## src/rtl/gpr_writeback_queue.sv

```systemverilog
// Merges pipeline writeback and buffered MDU results onto the single GPR write port; optional trace under GPR_WBQ_TRACE_EN.
// Latency: pipeline writes reach the port in 0 cycles; MDU results reach it no earlier than the cycle after enqueue.
// Backpressure: mduReady = !full and ignores a same-cycle pop; the pipeline path is never stalled.
module gpr_writeback_queue #(
    parameter int DEPTH = 4
) (
    input  logic        clk,
    input  logic        reset,
    input  logic        wbValid,
    input  logic [4:0]  wbAddr,
    input  logic [31:0] wbData,
    input  logic [31:0] wbPc,
    input  logic        mduValid,
    input  logic [4:0]  mduAddr,
    input  logic [31:0] mduData,
    input  logic [31:0] mduPc,
    output logic        mduReady,
    input  logic [4:0]  readAddr1,
    input  logic [4:0]  readAddr2,
    output logic        pending1,
    output logic        pending2,
    output logic        regWrite,
    output logic [4:0]  writeAddr,
    output logic [31:0] writeData,
    output logic [31:0] pc
);
    localparam int AW = $clog2(DEPTH);
    localparam logic [AW:0] FULL_CNT = (AW+1)'(DEPTH);

    logic [DEPTH-1:0] ent_vld;
    logic [4:0]       ent_addr [DEPTH];
    logic [31:0]      ent_data [DEPTH];
    logic [31:0]      ent_pc   [DEPTH];
    logic [AW-1:0]    head, tail;
    logic [AW:0]      count;

    logic wb_kill, mdu_kill, enq, pop, in_live;

    assign mduReady = (count != FULL_CNT);
    assign wb_kill  = wbValid && (wbAddr != 5'd0);
    // An MDU result arriving alongside a pipeline write to the same register is the older value.
    assign mdu_kill = wb_kill && (mduAddr == wbAddr);
    assign in_live  = mduValid && mduReady && (mduAddr != 5'd0) && !mdu_kill;
    assign enq      = in_live;
    assign pop      = !wbValid && (count != '0);

    always_comb begin
        regWrite  = 1'b0;
        writeAddr = 5'd0;
        writeData = 32'd0;
        pc        = 32'd0;
        if (wbValid) begin
            regWrite  = (wbAddr != 5'd0);
            writeAddr = wbAddr;
            writeData = wbData;
            pc        = wbPc;
        end else if (count != '0) begin
            regWrite  = ent_vld[head];
            writeAddr = ent_addr[head];
            writeData = ent_data[head];
            pc        = ent_pc[head];
        end
    end

    always_comb begin
        pending1 = in_live && (mduAddr == readAddr1);
        pending2 = in_live && (mduAddr == readAddr2);
        for (int i = 0; i < DEPTH; i++) begin
            if (ent_vld[i] && (ent_addr[i] == readAddr1)) pending1 = 1'b1;
            if (ent_vld[i] && (ent_addr[i] == readAddr2)) pending2 = 1'b1;
        end
        if (readAddr1 == 5'd0) pending1 = 1'b0;
        if (readAddr2 == 5'd0) pending2 = 1'b0;
    end

    always_ff @(posedge clk) begin
        if (reset) begin
            ent_vld <= '0;
            head    <= '0;
            tail    <= '0;
            count   <= '0;
        end else begin
            for (int i = 0; i < DEPTH; i++) begin
                if (wb_kill && (ent_addr[i] == wbAddr)) ent_vld[i] <= 1'b0;
            end
            // Free slots always read as invalid so pending only sees live entries.
            if (pop) begin
                ent_vld[head] <= 1'b0;
                head          <= head + 1'b1;
            end
            if (enq) begin
                ent_vld[tail] <= 1'b1;
                tail          <= tail + 1'b1;
            end
            case ({enq, pop})
                2'b10:   count <= count + 1'b1;
                2'b01:   count <= count - 1'b1;
                default: count <= count;
            endcase
        end
    end

    always_ff @(posedge clk) begin
        if (!reset && enq) begin
            ent_addr[tail] <= mduAddr;
            ent_data[tail] <= mduData;
            ent_pc[tail]   <= mduPc;
        end
    end

`ifdef GPR_WBQ_TRACE_EN
    always @(posedge clk) begin
        if (!reset && regWrite) $display("@%h: $%d <= %h", pc, writeAddr, writeData);
    end
`else
`endif

endmodule

```

## config.mk

```make
export PLATFORM = sky130hd
export DESIGN_NAME = gpr_writeback_queue
export DESIGN_NICKNAME = d
export VERILOG_FILES = /design/src/rtl/gpr_writeback_queue.sv
export SDC_FILE = /design/constraint.sdc
export NUM_CORES = 1
export LEC_CHECK = 0
export ABC_CLOCK_PERIOD_IN_PS = 5560
export CORE_MARGIN = 4
export CORE_UTILIZATION = 47
export CTS_BUF_LIST = sky130_fd_sc_hd__clkbuf_16
export DETAILED_ROUTE_END_ITERATION = 10
export PLACE_DENSITY = 0.8
export SYNTH_ARGS = -nofsm -noshare
export SYNTH_HDL_FRONTEND = slang
export SYNTH_SLANG_ARGS = --single-unit
```

## constraint.sdc

```tcl
create_clock -name clk -period 5.56 [get_ports clk]
set_clock_uncertainty 0.15 [all_clocks]
set_input_delay 1.112 -clock clk [delete_from_list [all_inputs] [get_ports clk]]
set_output_delay 1.112 -clock clk [all_outputs]
set_load 0.01 [all_outputs]
```

==> reports/summary.txt <==
Crit end category - output port
Vias in the first global route - 7346
Core area - 25400 um2
RR Endpoint - count[2]
CTS Buf Count - 28
TNS Setup - 0 ns
Largest net degree at the start of global routing - 70
Simple-gate share of the synthesized area - 0.0270
H-tree levels - 1
Chip Width - 169 um
Slew Limit Fails - 0
Fraction of layout cells with a size suffix above 1 - 0.146
Antenna Cells - 0
Fill cells - 1852
Total placed cells including tap cells - 1181
Multi-input logic area - 3510 um2
Status - complete, no violations
Crit-path leading delay family - buffers and inverters
Post-CTS Resized - 0
Most frequent CP cell - clkdlybuf4s50_1
Post-layout min period - 4.83 ns
Post-Syn Nets - 822
Max-Cap Viols - 0
Post-synthesis sequential area ratio - 0.698
Routed Antenna Nets - 0
Vias - 6886
Initial DRC Count - 444
Total Routing Usage GR - 0.187
Synth Cell Area - 12300 um2
Synth Register Bits - 289
Non-Filler Instances - 1233
Slew headroom - 0.294
Overflow after GRT - 0
Gate Count Post-Synth - 660
Rows - 58
Asr flop ratio synth - 0
Routed Wire Length - 26.9 mm
Crit Path Max Fanout - 10
Cts hold-fix bufs - 0
CP Launch Point - wbAddr[1]
Largest family of logic cells by synthesized area - multiplexers
Max VDD drop - 291 uV
CTS tree - built
Area Overhead vs Synth - 29.0%
Clock Latency Late Sink - 0.52 ns
DRC errors left - 0
Post-synth EDFFs - 276
Synth warn - 0
IO buf count - 224
Startpoint Class - input pin
Worst setup margin - 0.729 ns
Post-synthesis mux area share - 0.130
Maximum clock frequency - 207 MHz
Critical Path RT - 4.30 ns
Top FF cell, synth - edfxtp_1
Mean post-synth cell area - 18.6 um2
Adder-cell share of the synthesized area - 0.0108
Drt first pass iters - 5
# IOs - 225
Final HPWL DP - 17.1 mm
CP Cell Sequence - clkdlybuf4s50_1 > or4_1 > o21a_1 > a31oi_4 > nand4_1 > a21oi_1 > clkdlybuf4s50_1
Clock transition at path regs - 0.06 ns
Final hold vios - 0
CP Class - input pin to output port
Slowest cell delay on critical path - 0.55 ns
Worst setup path endpoint - pending2
HP Class - register to register
Initial antenna violation count - 2
XOR/XNOR Fraction of Synth Area - 0.0565
Synth unique cells - 29
Crit-path slowest cell - clkdlybuf4s50_1
Final net count - 1043
Worst Path Buf+Inv - 2
Flop2flop setup slack - 2.83 ns
CTS root buf - clkbuf_16
Setup Fix Bufs, Post-CTS - 0
Initial Util - 0.482
RSZ-0062 raised after global routing - false
First-pass GRT wire length - 42.0 mm
Die Y - 169 um
Dpl ws - 0.758 ns
Cell Pwr Density - 379 nW/um2
CTS max path bufs - 3
Die area - 28700 um2
Lkg Pwr - 0.00513 uW
Worst R2R Path Depth - 10
Synth Area in Compound Gates - 0.0585
Sequential cell area - 8560 um2
Gpl congestion - 0.916
Reg2Reg Launch Point - count[0]
Total stage count of the critical path - 7
Hold path startpoint - count[2]
Wire per inst - 21.8 um
Routed vias/inst - 5.58
# clock sinks - 289
Setup violators final - 0
WP data arrival - 3.57 ns
Ratio of final minimum period to clock period - 0.869
Slew @ Worst Pin - 1.06 ns
flip-flops by register name, summed over array words and instances (netlist names), named ones only:
name,cells
ent_data,128
ent_pc,128
ent_addr,20
ent_vld,4
count,3
head,2
tail,2
cells in the mapped netlist (7+ instances only):
library cell,count,area (um2)
dfxtp_1,13,260
nor3_1,8,40.0
nand3_1,11,55.1
a21oi_1,7,35.0
nor4_1,8,50.1
edfxtp_1,276,8290
ha_1,9,113
xor2_1,57,499
nand2_1,9,33.8
nor2_1,17,63.8
clkbuf_1,39,146
mux4_2,70,1580
inv_1,12,45.0
a22o_1,69,604
buf_2,9,45.0
xnor2_1,22,193
per-stage QoR:
stage / hold WS [ns] / total power (uW) / cell area, um2 / utilization
finish: 0.346 / 5990 / 15800 / 0.622
floorplan: 0.311 / 3610 / 12300 / -
CTS: 0.351 / 6070 / 15800 / 0.622
detailed placement: 0.341 / 4290 / 14900 / 0.588
global route: 0.391 / 6280 / 15800 / 0.622
global placement: 0.332 / 4270 / 14900 / 0.588
cells by family (layout without fill, tap and decap cells):
logic type	count (synthesis)	count (layout)
DFF	289	289
xor gates and xnor gates	79	79
buffers and inverters	60	303
adders and majority gates	10	10
AOI/OAI and AO/OA	85	85
and+or+nand+nor	65	65
muxes	72	72
cells in the final DEF (no fill, tap or decap), types with 2 or more instances in the layout:
cell type / count
buf_4: 10
dfxtp_1: 11
mux4_2: 70
dfxtp_4: 2
nand2_1: 9
clkinv_1: 5
nor2_4: 5
buf_12: 5
and4_1: 2
clkdlybuf4s50_1: 223
ha_1: 9
o211ai_1: 4
edfxtp_1: 276
inv_1: 22
o21ai_0: 2
mux2i_1: 2
a22o_1: 69
nor2_1: 12
nand3_1: 11
xnor2_1: 22
bufinv_16: 2
a21oi_1: 7
nand4_1: 3
xor2_1: 57
nor4_1: 8
or4_1: 4
clkbuf_16: 29
clkinvlp_4: 2
nor3_1: 8
clkinv_2: 4
area by class of cell:
class                      count  area share
tap                          330      0.0261
multi-input combinational    311       0.222
clock buffer                  29      0.0459
timing repair buffer         239       0.153
inverter                      12     0.00285
sequential                   289       0.541
clock inverter                23     0.00958
tightest hold or removal path, cell delays in order (launching register included):
cell	delay, ns
dfxtp_1	0.32
o21ai_0	0.07
a21oi_1	0.06
report_power, final:
part,switching [uW],leakage [uW],total [uW],internal (uW)
Clock,744,0.000463,1770,1030
Combinational,687,0.00205,1570,879
Sequential,119,0.00261,2650,2530
per-layer routing:
metal	wire, um	vias up	GRT usage
met5	28	-	0
met4	536	4	0.0448
met3	1810	49	0.0356
met2	13500	224	0.315
met1	11100	3494	0.255
li1	-	3115	-
how the worst min path moves through the flow:
| stage | to | slack [ns] | depth (start not counted) |
|---|---|---|---|
| after global placement | count[2] | 0.33 | 2 |
| after global routing | count[2] | 0.39 | 2 |
| final | count[2] | 0.35 | 2 |
| after floorplan | count[2] | 0.31 | 2 |
| after detailed placement | count[2] | 0.34 | 2 |
| after CTS | count[2] | 0.35 | 2 |
Power figures use the tool's default switching activity.
